===== src/rtl/mem_if_pkg.sv =====
// Shared constants and types for SPRAM memory-interface initiators.
// Word size, read latency, address space and reset holdoff.
package mem_if_pkg;

  localparam int MEM_WORD_BYTES = 2;
  localparam int MEM_RD_LATENCY = 3;
  localparam int MEM_BYTES      = 131072;
  localparam int RESET_HOLDOFF  = 3;

  typedef enum logic [1:0] {
    IDLE,
    ISSUE,
    DRAIN
  } state_t;

endpackage


===== src/rtl/sync_fifo.sv =====
// Show-ahead synchronous FIFO with occupancy count.
// Head word is visible on rd_data whenever count is non-zero.
module sync_fifo #(
  parameter  int WIDTH = 16,
  parameter  int DEPTH = 4,
  localparam int AW    = (DEPTH > 1) ? $clog2(DEPTH) : 1,
  localparam int CW    = $clog2(DEPTH + 1)
) (
  input  logic             clk,
  input  logic             reset,
  input  logic             push,
  input  logic [WIDTH-1:0] wr_data,
  input  logic             pop,
  output logic [WIDTH-1:0] rd_data,
  output logic [CW-1:0]    count
);

  logic [WIDTH-1:0] mem [DEPTH];
  logic [AW-1:0]    wr_ptr;
  logic [AW-1:0]    rd_ptr;
  logic             do_push;
  logic             do_pop;

  function automatic logic [AW-1:0] nxt(input logic [AW-1:0] p);
    return (p == AW'(DEPTH - 1)) ? '0 : p + AW'(1);
  endfunction

  assign do_pop  = pop && (count != '0);
  assign do_push = push && ((count != CW'(DEPTH)) || do_pop);
  assign rd_data = mem[rd_ptr];

  // Storage; cleared on reset so the head reads 0 when idle.
  always_ff @(posedge clk or posedge reset) begin
    if (reset) begin
      for (int i = 0; i < DEPTH; i++) mem[i] <= '0;
    end else if (do_push) begin
      mem[wr_ptr] <= wr_data;
    end
  end

  // Pointers and occupancy; push and pop together leave count unchanged.
  always_ff @(posedge clk or posedge reset) begin
    if (reset) begin
      wr_ptr <= '0;
      rd_ptr <= '0;
      count  <= '0;
    end else begin
      if (do_push) wr_ptr <= nxt(wr_ptr);
      if (do_pop)  rd_ptr <= nxt(rd_ptr);
      unique case ({do_push, do_pop})
        2'b10:   count <= count + CW'(1);
        2'b01:   count <= count - CW'(1);
        default: count <= count;
      endcase
    end
  end

endmodule


===== src/rtl/mem_stream_reader.sv =====
// Reads a run of 16-bit words from SPRAM and streams them out.
// Credit-limited issue keeps the return FIFO from overflowing.
module mem_stream_reader
  import mem_if_pkg::*;
#(
  parameter int FIFO_DEPTH = 4
) (
  input  logic        clk,
  input  logic        reset,
  input  logic        start,
  input  logic [31:0] base_addr,
  input  logic [15:0] num_words,
  output logic        busy,
  output logic        done,
  output logic [31:0] mem_addr,
  output logic        mem_rd_en,
  output logic        mem_wr_en,
  output logic [15:0] mem_data_write,
  input  logic [15:0] mem_data_read,
  input  logic        mem_data_read_valid,
  output logic [15:0] out_data,
  output logic        out_valid,
  input  logic        out_ready
);

  localparam int CW = $clog2(FIFO_DEPTH + 1);

  state_t        state;
  logic [31:0]   addr_q;
  logic [15:0]   remaining;
  logic [1:0]    outstanding;
  logic [1:0]    holdoff;
  logic          rd_en_q;
  logic [CW-1:0] fifo_count;
  logic          credit_ok;
  logic          issue;
  logic          push;
  logic          pop;
  logic          drain_done;

  assign credit_ok = (32'(outstanding) + 32'(fifo_count))
                     < 32'(FIFO_DEPTH);
  assign issue = (state == ISSUE) && (remaining != '0)
                 && !rd_en_q && credit_ok;
  assign push  = mem_data_read_valid && (state != IDLE);
  assign pop   = out_valid && out_ready;

  assign drain_done = (state == DRAIN) && (outstanding == '0)
                      && !push
                      && ((fifo_count == '0)
                          || ((fifo_count == CW'(1)) && pop));

  assign mem_addr       = addr_q;
  assign mem_rd_en      = issue;
  assign mem_wr_en      = 1'b0;
  assign mem_data_write = '0;
  assign out_valid      = (fifo_count != '0);

  sync_fifo #(
    .WIDTH (16),
    .DEPTH (FIFO_DEPTH)
  ) u_fifo (
    .clk     (clk),
    .reset   (reset),
    .push    (push),
    .wr_data (mem_data_read),
    .pop     (pop),
    .rd_data (out_data),
    .count   (fifo_count)
  );

  // Holdoff: start is ignored until pre-reset responses have flushed.
  always_ff @(posedge clk or posedge reset) begin
    if (reset)              holdoff <= 2'(RESET_HOLDOFF);
    else if (holdoff != '0) holdoff <= holdoff - 2'd1;
  end

  // Reads in flight: issue adds one, an accepted response removes one.
  always_ff @(posedge clk or posedge reset) begin
    if (reset) begin
      outstanding <= '0;
    end else begin
      unique case ({issue, push})
        2'b10:   outstanding <= outstanding + 2'd1;
        2'b01:   outstanding <= outstanding - 2'd1;
        default: outstanding <= outstanding;
      endcase
    end
  end

  // Transfer control FSM with registered busy/done.
  always_ff @(posedge clk or posedge reset) begin
    if (reset) begin
      state     <= IDLE;
      addr_q    <= '0;
      remaining <= '0;
      busy      <= 1'b0;
      done      <= 1'b0;
      rd_en_q   <= 1'b0;
    end else begin
      done    <= 1'b0;
      rd_en_q <= issue;
      unique case (state)
        IDLE: begin
          if (start && (holdoff == '0)) begin
            addr_q    <= base_addr & ~32'd1;
            remaining <= num_words;
            if (num_words == '0) begin
              done <= 1'b1;
            end else begin
              state <= ISSUE;
              busy  <= 1'b1;
            end
          end
        end
        ISSUE: begin
          if (issue) begin
            addr_q    <= addr_q + 32'(MEM_WORD_BYTES);
            remaining <= remaining - 16'd1;
            if (remaining == 16'd1) state <= DRAIN;
          end
        end
        DRAIN: begin
          if (drain_done) begin
            done  <= 1'b1;
            busy  <= 1'b0;
            state <= IDLE;
          end
        end
        default: state <= IDLE;
      endcase
    end
  end

endmodule


===== config.mk =====
export PLATFORM = sky130hd
export DESIGN_NAME = mem_stream_reader
export DESIGN_NICKNAME = d
export VERILOG_FILES = /design/src/rtl/mem_if_pkg.sv /design/src/rtl/sync_fifo.sv /design/src/rtl/mem_stream_reader.sv
export SDC_FILE = /design/constraint.sdc
export NUM_CORES = 1
export LEC_CHECK = 0
export ABC_CLOCK_PERIOD_IN_PS = 4200
export CAP_MARGIN = 20
export CORE_ASPECT_RATIO = 0.7
export CORE_MARGIN = 8
export CORE_UTILIZATION = 45
export CTS_BUF_LIST = sky130_fd_sc_hd__clkbuf_2 sky130_fd_sc_hd__clkbuf_4 sky130_fd_sc_hd__clkbuf_8
export CTS_CLUSTER_DIAMETER = 200
export DETAILED_ROUTE_END_ITERATION = 6
export MAX_ROUTING_LAYER = met4
export PLACE_DENSITY = 0.74
export SLEW_MARGIN = 20
export SYNTH_ARGS = -nofsm -noshare
export SYNTH_HDL_FRONTEND = slang
export SYNTH_SLANG_ARGS = --single-unit

===== constraint.sdc =====
create_clock -name clk -period 4.2 [get_ports clk]
set_clock_uncertainty 0.2 [all_clocks]
set_input_delay 0.42 -clock clk [delete_from_list [all_inputs] [get_ports clk]]
set_output_delay 0.42 -clock clk [all_outputs]
set_load 0.05 [all_outputs]

==> flow_metrics.py <==
metrics = {
    "run_status": {
        "outcome": "finished, final reports clean",
    },
    "global_route": {
        "grt_pass1_vias": 5526,
        "grt_usage": 0.190,
        "antenna_found_initial": 0,
        "grt_max_degree": 76,
        "grt_first_pass_wirelength_um": 28900,
        "grt_overflow_total": 0,
    },
    "die": {
        "ios": 138,
        "die_y_um": 119,
        "die-area_sq_um": 19400,
        "num_rows": 37,
        "start_util": 0.461,
        "core_area_sq_um": 14800,
        "die_w_um": 163,
    },
    "detailed_routing": {
        "ant_nets": 0,
        "dr.pass1.iters": 6,
        "first_iter_violations": 429,
        "viasPerCell": 5.83,
        "vias": 5535,
        "routed_wl_um": 18100,
        "wl_per_cell_um": 19.1,
        "drc": 0,
    },
    "timing": {
        "post-route-period-util": 0.899,
        "hold_viol_final": 0,
        "fin_crit_ns": 3.77,
        "worst-slew-pin-transition_ns": 1.08,
        "fmax_mhz": 265,
        "setup_viol": 0,
        "finalSetupTns_ns": 0,
        "rsz0062_at_grt": "false",
        "relSlewSlack": 0.282,
        "drv_slew": 0,
    },
    "clocking": {
        "clock_path_buffers": 2,
        "clock_sinks": 127,
        "postCtsHoldBufs": 0,
        "cts_buffers": 17,
        "clk_pin_slew_ns": 0.07,
        "cts_resized": 0,
        "cts-root-buf": "clkbuf_8",
        "post_cts_buffers": 0,
        "htreeDepth": 4,
        "clkLatencyLatePin_ns": 0.44,
        "tritoncts": "done",
    },
    "synthesis": {
        "ys_seq_elements": 127,
        "synth_edf_count": 0,
        "syn_inst": 643,
        "synth_area_sq_um": 6810,
        "yosysSeqAreaShare": 0.467,
        "synth_cell_types": 59,
        "syn_avg_cell_area_sq_um": 10.6,
        "yosysWarnings": 0,
        "synth-async-reset-ratio": 1.00,
        "synth_ff_type": "dfrtp_1",
    },
    "critical_path": {
        "slowest_stage": "clkdlybuf4s50_1",
        "crit_chain": "inv_1 > ha_1 > or4b_2 > nor4_4 > nand2b_1 > inv_1 > clkdlybuf4s50_1",
        "startpoint_type": "register",
        "cp_max_fo": 4,
        "worstSetupPathType": "register to output port",
        "worst_ep_required_time_ns": 3.58,
        "max_stage_delay_ns": 0.74,
        "end_kind": "output port",
        "arrival_ns": 3.15,
        "cp_common_cell": "inv_1",
    },
    "placement": {
        "postPlaceCellArea_sq_um": 8060,
        "dp_hpwl_um": 12700,
        "numPortBuffers": 118,
        "place_congestion": 0.872,
    },
    "final_layout": {
        "fin_nets": 827,
        "drive_gt1_frac": 0.172,
        "fillers": 1233,
        "final_area_sq_um": 8460,
        "area_growth_pct": 24.3,
        "antenna_cells": 0,
    },
    "power": {
        "max-vdd-ir-drop_v": 0.000342,
        "powerDensity_nw_per_um2": 853,
        "p_total_mw": 7.22,
        "p_leak_nw": 3.42,
    },
    "min_path": {
        "hold_path.class": "register to register",
    },
    "flow_run": {
        "max_cap_viol_count": 0,
    },
}
[routing by layer]
layer	up-vias	global-route usage	routed length, um
met4	0	0.0566	242
met2	210	0.291	8620
met3	22	0.0444	1150
li1	2545	-	-
met1	2758	0.247	8080
met5	-	-	0
[cells in the mapped netlist (12+ instances only)]
library cell,instances,area share
dfrtp_1,125,0.46
mux2_2,65,0.11
a21oi_1,58,0.043
nor2_1,40,0.022
o21ai_0,39,0.029
nand2_1,36,0.020
clkbuf_1,23,0.013
nand3_1,22,0.016
buf_4,19,0.021
inv_1,17,0.0094
ha_1,16,0.029
mux4_2,16,0.053
buf_2,15,0.011
nand4_1,14,0.013
nor3_1,12,0.0088
[flip-flops by register name, indices dropped and copies added, names as in the netlist]
signal,flops
u_fifo.count,3
u_fifo.wr_ptr,2
busy,1
remaining,16
u_fifo.rd_ptr,2
rd_en_q,1
u_fifo.mem,64
state,2
mem_addr,31
holdoff,2
done,1
outstanding,2
[cells in the final DEF (no fill, tap or decap), types with 9 or more instances in the layout]
cell type,n
nand2_1,36
nor4_1,11
mux2_2,65
clkbuf_8,17
nor2_1,40
nand3_1,22
nand4_1,14
clkdlybuf4s50_1,118
a21oi_1,58
ha_1,16
o21ai_0,39
conb_1,18
o22ai_1,9
mux4_2,16
dfrtp_1,125
nor3_1,12
inv_1,16
[path summary, 6_finish.rpt]
check / cells after the start / slack, ns / start / end
min in group asynchronous: 2 / 0.33 / reset / u_fifo.mem[58]
min reg2reg: 1 / 0.29 / remaining[7] / remaining[7]
max: 7 / 0.43 / remaining[0] / mem_rd_en
min: 1 / 0.29 / remaining[7] / remaining[7]
max in group asynchronous: 3 / 2.66 / reset / u_fifo.mem[21]
max reg2reg: 7 / 0.96 / remaining[0] / mem_addr[21]
[worst max-delay path, delay by kind of cell (launching register included)]
kind | cells | cell delay (ns)
adders and majority gates | 1 | 0.22
and+or+nand+nor | 3 | 1.17
DFF | 1 | 0.42
buffers and inverters | 3 | 0.91
[cells by family (layout without fill, tap and decap cells)]
kind of cell,Yosys count,count (layout),share of synthesized area
XOR/XNOR,7,7,0.00900
multiplexers,84,84,0.165
AND/OR/NAND/NOR,172,172,0.131
adder cells (fa/ha/maj),16,16,0.0294
flip-flops,127,127,0.467
other,1,18,0.000551
AO/OA/AOI/OAI,159,159,0.142
buffers and inverters,77,171,0.0557
[through the flow]
stage	hold WS [ns]	std cells	util	worst slack (ns)
after detailed placement	0.281	918	0.546	0.910
after global placement	0.268	918	0.546	0.944
final	0.293	949	0.573	0.426
after floorplan	0.248	660	-	0.199
after CTS	0.296	949	0.573	0.414
after global routing	0.310	949	0.573	0.235
[layout make-up]
type / count / area [sq um] / share of cell area
clock buffers: 20 / 256 / 0.0303
clock inverters: 11 / 141 / 0.0167
inverters: 17 / 66.3 / 0.00784
multi-input cells: 456 / 3340 / 0.395
flip-flops and latches: 127 / 3180 / 0.376
well taps: 195 / 244 / 0.0288
repair buffers: 123 / 1230 / 0.145
[report_power, final]
part / total (mW) / internal [mW] / switching (mW)
registers: 2.38 / 1.81 / 0.570
logic: 3.75 / 1.52 / 2.23
clock network: 1.09 / 0.600 / 0.493
(Power assumes the default switching activity.)
